[config.mk]
export PLATFORM = sky130hd
export DESIGN_NAME = button_event_decoder
export DESIGN_NICKNAME = d
export VERILOG_FILES = /design/src/rtl/button_event_decoder.sv
export SDC_FILE = /design/constraint.sdc
export NUM_CORES = 1
export LEC_CHECK = 0
export ABC_AREA = 1
export CAP_MARGIN = 10
export CORE_MARGIN = 8
export CORE_UTILIZATION = 42
export DETAILED_ROUTE_END_ITERATION = 6
export PLACE_DENSITY = 0.71
export SLEW_MARGIN = 0
export SYNTH_ARGS = -nofsm -noshare
export SYNTH_HDL_FRONTEND = slang
export SYNTH_SLANG_ARGS = --single-unit
[constraint.sdc]
create_clock -name i_Clk -period 1.5 [get_ports i_Clk]
set_input_delay 0.225 -clock i_Clk [delete_from_list [all_inputs] [get_ports i_Clk]]
set_output_delay 0.225 -clock i_Clk [all_outputs]
set_load 0.03 [all_outputs]
[src/rtl/button_event_decoder.sv]
// button_event_decoder
// Turns the debounced switch level into one-cycle user events (press,
// release, single click, double click, long press) plus a held level.
// All event outputs are registered: a pulse appears in the cycle after the
// clock edge that sampled the triggering switch edge or terminal count.
// o_State mirrors the FSM state register for debug and checker binding.
module button_event_decoder #(
  parameter int c_LONG_PRESS_LIMIT = 25000000,
  parameter int c_DOUBLE_GAP_LIMIT = 6250000,
  parameter int c_CNT_WIDTH        = 26
) (
  input  logic       i_Clk,
  input  logic       i_Rst_L,
  input  logic       i_Switch,
  output logic       o_Press,
  output logic       o_Release,
  output logic       o_Single,
  output logic       o_Double,
  output logic       o_Long,
  output logic       o_Held,
  output logic [2:0] o_State
);

  typedef enum logic [2:0] {
    IDLE      = 3'd0,
    PRESSED1  = 3'd1,
    WAIT_GAP  = 3'd2,
    PRESSED2  = 3'd3,
    LONG_HELD = 3'd4
  } state_t;

  // Terminal counts: the counter starts at 0 on state entry, so the
  // transition fires on the Nth edge spent in the state.
  localparam logic [c_CNT_WIDTH-1:0] LONG_TC = c_CNT_WIDTH'(c_LONG_PRESS_LIMIT - 1);
  localparam logic [c_CNT_WIDTH-1:0] GAP_TC  = c_CNT_WIDTH'(c_DOUBLE_GAP_LIMIT - 1);

  state_t                 state_q, state_d;
  logic [c_CNT_WIDTH-1:0] cnt_q, cnt_d;
  // Previous switch level; resets high so a switch already pressed at
  // reset release is not mistaken for a new press.
  logic                   prev_q;
  logic                   press_q, press_d;
  logic                   release_q, release_d;
  logic                   single_q, single_d;
  logic                   double_q, double_d;
  logic                   long_q, long_d;
  logic                   held_q, held_d;
  logic                   rise, fall, counting;

  assign rise     = i_Switch & ~prev_q;
  assign fall     = ~i_Switch & prev_q;
  assign counting = (state_q == PRESSED1) || (state_q == WAIT_GAP) ||
                    (state_q == PRESSED2);

  // Next state and next-cycle event pulses.
  always_comb begin
    state_d   = state_q;
    press_d   = 1'b0;
    release_d = 1'b0;
    single_d  = 1'b0;
    double_d  = 1'b0;
    long_d    = 1'b0;
    case (state_q)
      IDLE: begin
        if (rise) begin
          state_d = PRESSED1;
          press_d = 1'b1;
        end
      end
      PRESSED1: begin
        if (fall) begin
          state_d   = WAIT_GAP;
          release_d = 1'b1;
        end else if (i_Switch && (cnt_q == LONG_TC)) begin
          state_d = LONG_HELD;
          long_d  = 1'b1;
        end
      end
      WAIT_GAP: begin
        // A second press on the terminal-count cycle still counts as a double.
        if (rise) begin
          state_d = PRESSED2;
          press_d = 1'b1;
        end else if (cnt_q == GAP_TC) begin
          state_d  = IDLE;
          single_d = 1'b1;
        end
      end
      PRESSED2: begin
        if (fall) begin
          state_d   = IDLE;
          release_d = 1'b1;
          double_d  = 1'b1;
        end else if (i_Switch && (cnt_q == LONG_TC)) begin
          // Long press wins: the pending double click is dropped.
          state_d = LONG_HELD;
          long_d  = 1'b1;
        end
      end
      LONG_HELD: begin
        if (fall) begin
          state_d   = IDLE;
          release_d = 1'b1;
        end
      end
      default: state_d = IDLE;
    endcase
    held_d = (state_d == LONG_HELD);
  end

  // Counter: cleared on every state entry, saturating count while timing.
  always_comb begin
    cnt_d = cnt_q;
    if (state_d != state_q) begin
      cnt_d = '0;
    end else if (counting && (cnt_q != '1)) begin
      cnt_d = cnt_q + 1'b1;
    end
  end

  // State, counter, edge history and registered outputs.
  always_ff @(posedge i_Clk or negedge i_Rst_L) begin
    if (!i_Rst_L) begin
      state_q   <= IDLE;
      cnt_q     <= '0;
      prev_q    <= 1'b1;
      press_q   <= 1'b0;
      release_q <= 1'b0;
      single_q  <= 1'b0;
      double_q  <= 1'b0;
      long_q    <= 1'b0;
      held_q    <= 1'b0;
    end else begin
      state_q   <= state_d;
      cnt_q     <= cnt_d;
      prev_q    <= i_Switch;
      press_q   <= press_d;
      release_q <= release_d;
      single_q  <= single_d;
      double_q  <= double_d;
      long_q    <= long_d;
      held_q    <= held_d;
    end
  end

  assign o_Press   = press_q;
  assign o_Release = release_q;
  assign o_Single  = single_q;
  assign o_Double  = double_q;
  assign o_Long    = long_q;
  assign o_Held    = held_q;
  assign o_State   = state_q;

endmodule

==> impl_results.md <==
* Async set or reset register ratio after synthesis at 100%
* DRT antenna net count at 0
* Starting Density at between 40% and 50%
* Final hold slack at slightly below 0.4 ns
* Unrepaired setup endpoints after global routing: true
* Diode count at 0
* Leak at between 1 and 1.5 nW
* GRT Util Overall at 16.4%
* CTS Buf Count at 5
* Reg clk slew, reported paths at 0.07 ns
* Cells after synthesis at between 300 and 400
* WP data arrival at between 1.5 and 2 ns
* Top_reg_cell synth: dfrtp_1
* Post-DR wirelength/cell at 12.6 um
* Via density at 4.82
* Mapped cell area at approximately 0.0022 mm2
* Worst-margin pin slew at approximately 0.42 ns
* Fmax at ~580 MHz
* Number of global-route vias before repair at around 2300
* Largest family of logic cells by synthesized area: simple AND/OR/NAND/NOR gates
* Post-Synth XOR/XNOR Area at approximately 7.0%
* Die ar. at 0.00795 mm2
* Reg2reg end: cnt_q[9]$_DFFE_PN0P_
* Worst Hold Class: input pin to asynchronous set/reset pin
* Pre-antenna DRT Iters at 4
* Global-route wire length before repair at ~10000 um
* R2R setup slack at -0.23 ns
* Status: finished with violations
* CP endpoint: cnt_q[9]$_DFFE_PN0P_
* Most common cell after layout, fill and taps aside: nand2_1
* # DRC at 0
* Crit-path max FO at 16
* DP Wirelength at 4530 um
* Row count at 26
* Compound-Gate Fraction of Synth Area at approximately 2.7%
* Startpoint Class: flop
* Final WS setup at -0.235 ns
* Die outline width at 89.1 um
* Clk Latency, worst-skew pair at around 0.29 ns
* WP data required at approximately 1.7 ns
* Distinct cells, synth at 29
* Gpl congestion at 0.913
* Antenna violations before repair at 0
* Drt first-iter violations at between 100 and 150
* Htree depth at 2
* Pwr Density at 1020 mW/mm2
* Pin count of the biggest net entering global routing at 20
* Fin crit share at 116%
* Reg2Reg Depth at 11
* Most frequent cells in the layout: 70 x nand2_1, 65 x buf_4, 60 x nor2_1
* Crit path max-delay cell type: dfrtp_1
* Grt ovf at 0
* Adder-Cell Fraction of Synth Area at less than 1%
* Via count at between 2000 and 2500
* Yosys reg bits at 36
* Synthesized area per cell at approximately 7.3 um2
* Die height at 89.1 um
* Top Ports at 12
* CTS root buf: clkbuf_8
* Clock buffer depth at 2
* CTS tree: built
* Placeable core area at 0.00514 mm2
* Hold Violations, Final at 0
* Worst slew margin at a little over 70%
* Final setup violation count at 26
* Area share of and/or/nand/nor cells after synthesis at roughly two fifths
* Kind of cell adding the most delay to the critical path: simple AND/OR/NAND/NOR gates
* Worst stage delay on the critical path at 0.36 ns
* Post-synth EDFFs at 0
* Area grow syn2layout at 40.5%
* Net Count, Synth at a little over 300
* Max-slew violations at 0
* WP depth at 11
* Share of layout cells above drive strength 1 at between 30% and 40%
* Failing checks: setup timing
* Final Routed Wirelength at between 5000 and 6000 um
* Setup Skew at 0.00528 ns
* Buf/Inv on CP at 2
* Min cycle time layout at 1.73 ns
* Worst VDD drop at ~0.00091 V
* Critical Path Start: cnt_q[0]$_DFFE_PN0P_
* Max Cap Violations at 0
* Mux cell area share after synthesis at 0%
* Part of the Yosys area used for sequential elements at between 40% and 50%
* Placed instance count at about 450
* CTS sink count at 36
* CP Cell Sequence: ha_2 -> inv_2 -> nor2_4 -> nand2_1 -> nor2_1 -> nand2_1 -> nand2_2 -> nand3_2 -> nand4_4 -> buf_12 -> nor2_1
* Critical path class: flop to flop
* CP Capture Type: flop
* Fin cells at between 400 and 500
* Yosys Warn Count at 0
* Crit Reg-Reg Startpoint: cnt_q[0]$_DFFE_PN0P_
* Port Buf Inserts at 11
* # nets final at 397
## stage by stage
step / setup TNS, ns / util (%) / total power, mW / cell area (um2) / setup WS, ns
after floorplan: -1.30 / - / 1.95 / 2250 / -0.0677
after global placement: -8.31 / 57.5 / 2.44 / 2960 / -0.328
after detailed placement: -9.56 / 57.5 / 2.47 / 2960 / -0.378
after CTS: -4.71 / 59.9 / 3.25 / 3080 / -0.198
after global routing: -8.83 / 61.4 / 3.42 / 3160 / -0.365
final: -5.60 / 61.4 / 3.23 / 3160 / -0.235
## synth_stat cells, types with 2 or more instances
library cell | number | area share, %
nor3_1 | 7 | 1.6
dfrtp_1 | 35 | 39
nand2_2 | 5 | 1.4
a21oi_1 | 3 | 0.67
nand3_1 | 18 | 4.0
inv_1 | 36 | 6.0
nand3b_1 | 2 | 0.67
nand4_1 | 7 | 1.9
nand2_1 | 72 | 12
xnor2_1 | 4 | 1.6
nor2_2 | 16 | 4.5
nor2_1 | 66 | 11
nand3_2 | 2 | 0.89
xor2_1 | 14 | 5.5
nor2_4 | 3 | 1.5
inv_2 | 3 | 0.50
## sequential cells by signal (all words and copies together) (netlist names)
register and cells:
o_Double 1, o_Release 1, o_Press 1, o_State 3, o_Single 1, cnt_q 26
o_Long 1, prev_q 1, o_Held 1
## metal layers
layer / GRT usage (%) / wire [um]
met5: 0 / 0
met4: 6.80 / 122
met3: 3.03 / 328
met2: 29.3 / 2920
met1: 18.8 / 2480
## worst register-to-register path: cells and delay by family, from the launching register on
| family | cells | cell delay, ns |
|---|---|---|
| fa+ha+maj | 1 | 0.20 |
| buf+inv | 2 | 0.21 |
| flops | 1 | 0.36 |
| simple gates | 8 | 0.86 |
## cells by family after synthesis
logic type,Yosys count
XOR/XNOR,18
AND/OR/NAND/NOR,202
buffers and inverters,41
AO/OA/AOI/OAI,8
adder cells (fa/ha/maj),1
flip-flops,36
## how the worst min path moves through the flow
stage	startpoint	end	slack [ns]	cells past startpoint
finish	i_Rst_L	o_State[1]$_DFF_PN0_	0.40	2
global route	i_Rst_L	cnt_q[18]$_DFFE_PN0P_	0.42	2
CTS	i_Rst_L	cnt_q[11]$_DFFE_PN0P_	0.41	2
detailed placement	i_Rst_L	o_State[1]$_DFF_PN0_	0.18	1
global placement	i_Rst_L	o_Double$_DFF_PN0_	0.18	1
floorplan	i_Rst_L	cnt_q[0]$_DFFE_PN0P_	-0.07	0
## power breakdown
| group | total (mW) | internal (mW) | switching, mW |
|---|---|---|---|
| Sequential | 1.11 | 1.04 | 0.0676 |
| Combinational | 1.36 | 0.570 | 0.786 |
| Clock | 0.770 | 0.420 | 0.350 |
## what timing repair did
item	CTS	global route
setup endpoints to repair	36	28
endpoints found under the hold margin	17	0
gates resized for setup	13	18
pin swaps	1	11
buffers inserted	1	2
hold buffers	1	0
## layout make-up
type,count,area (um2)
Clock buffer,8,100
Fill cell,478,1980
Inverter,39,146
Multi-Input combinational cell,229,1240
Sequential cell,36,906
Tap cell,70,87.6
Timing Repair Buffer,82,674
No activity file was read; power rests on OpenSTA's default activity.
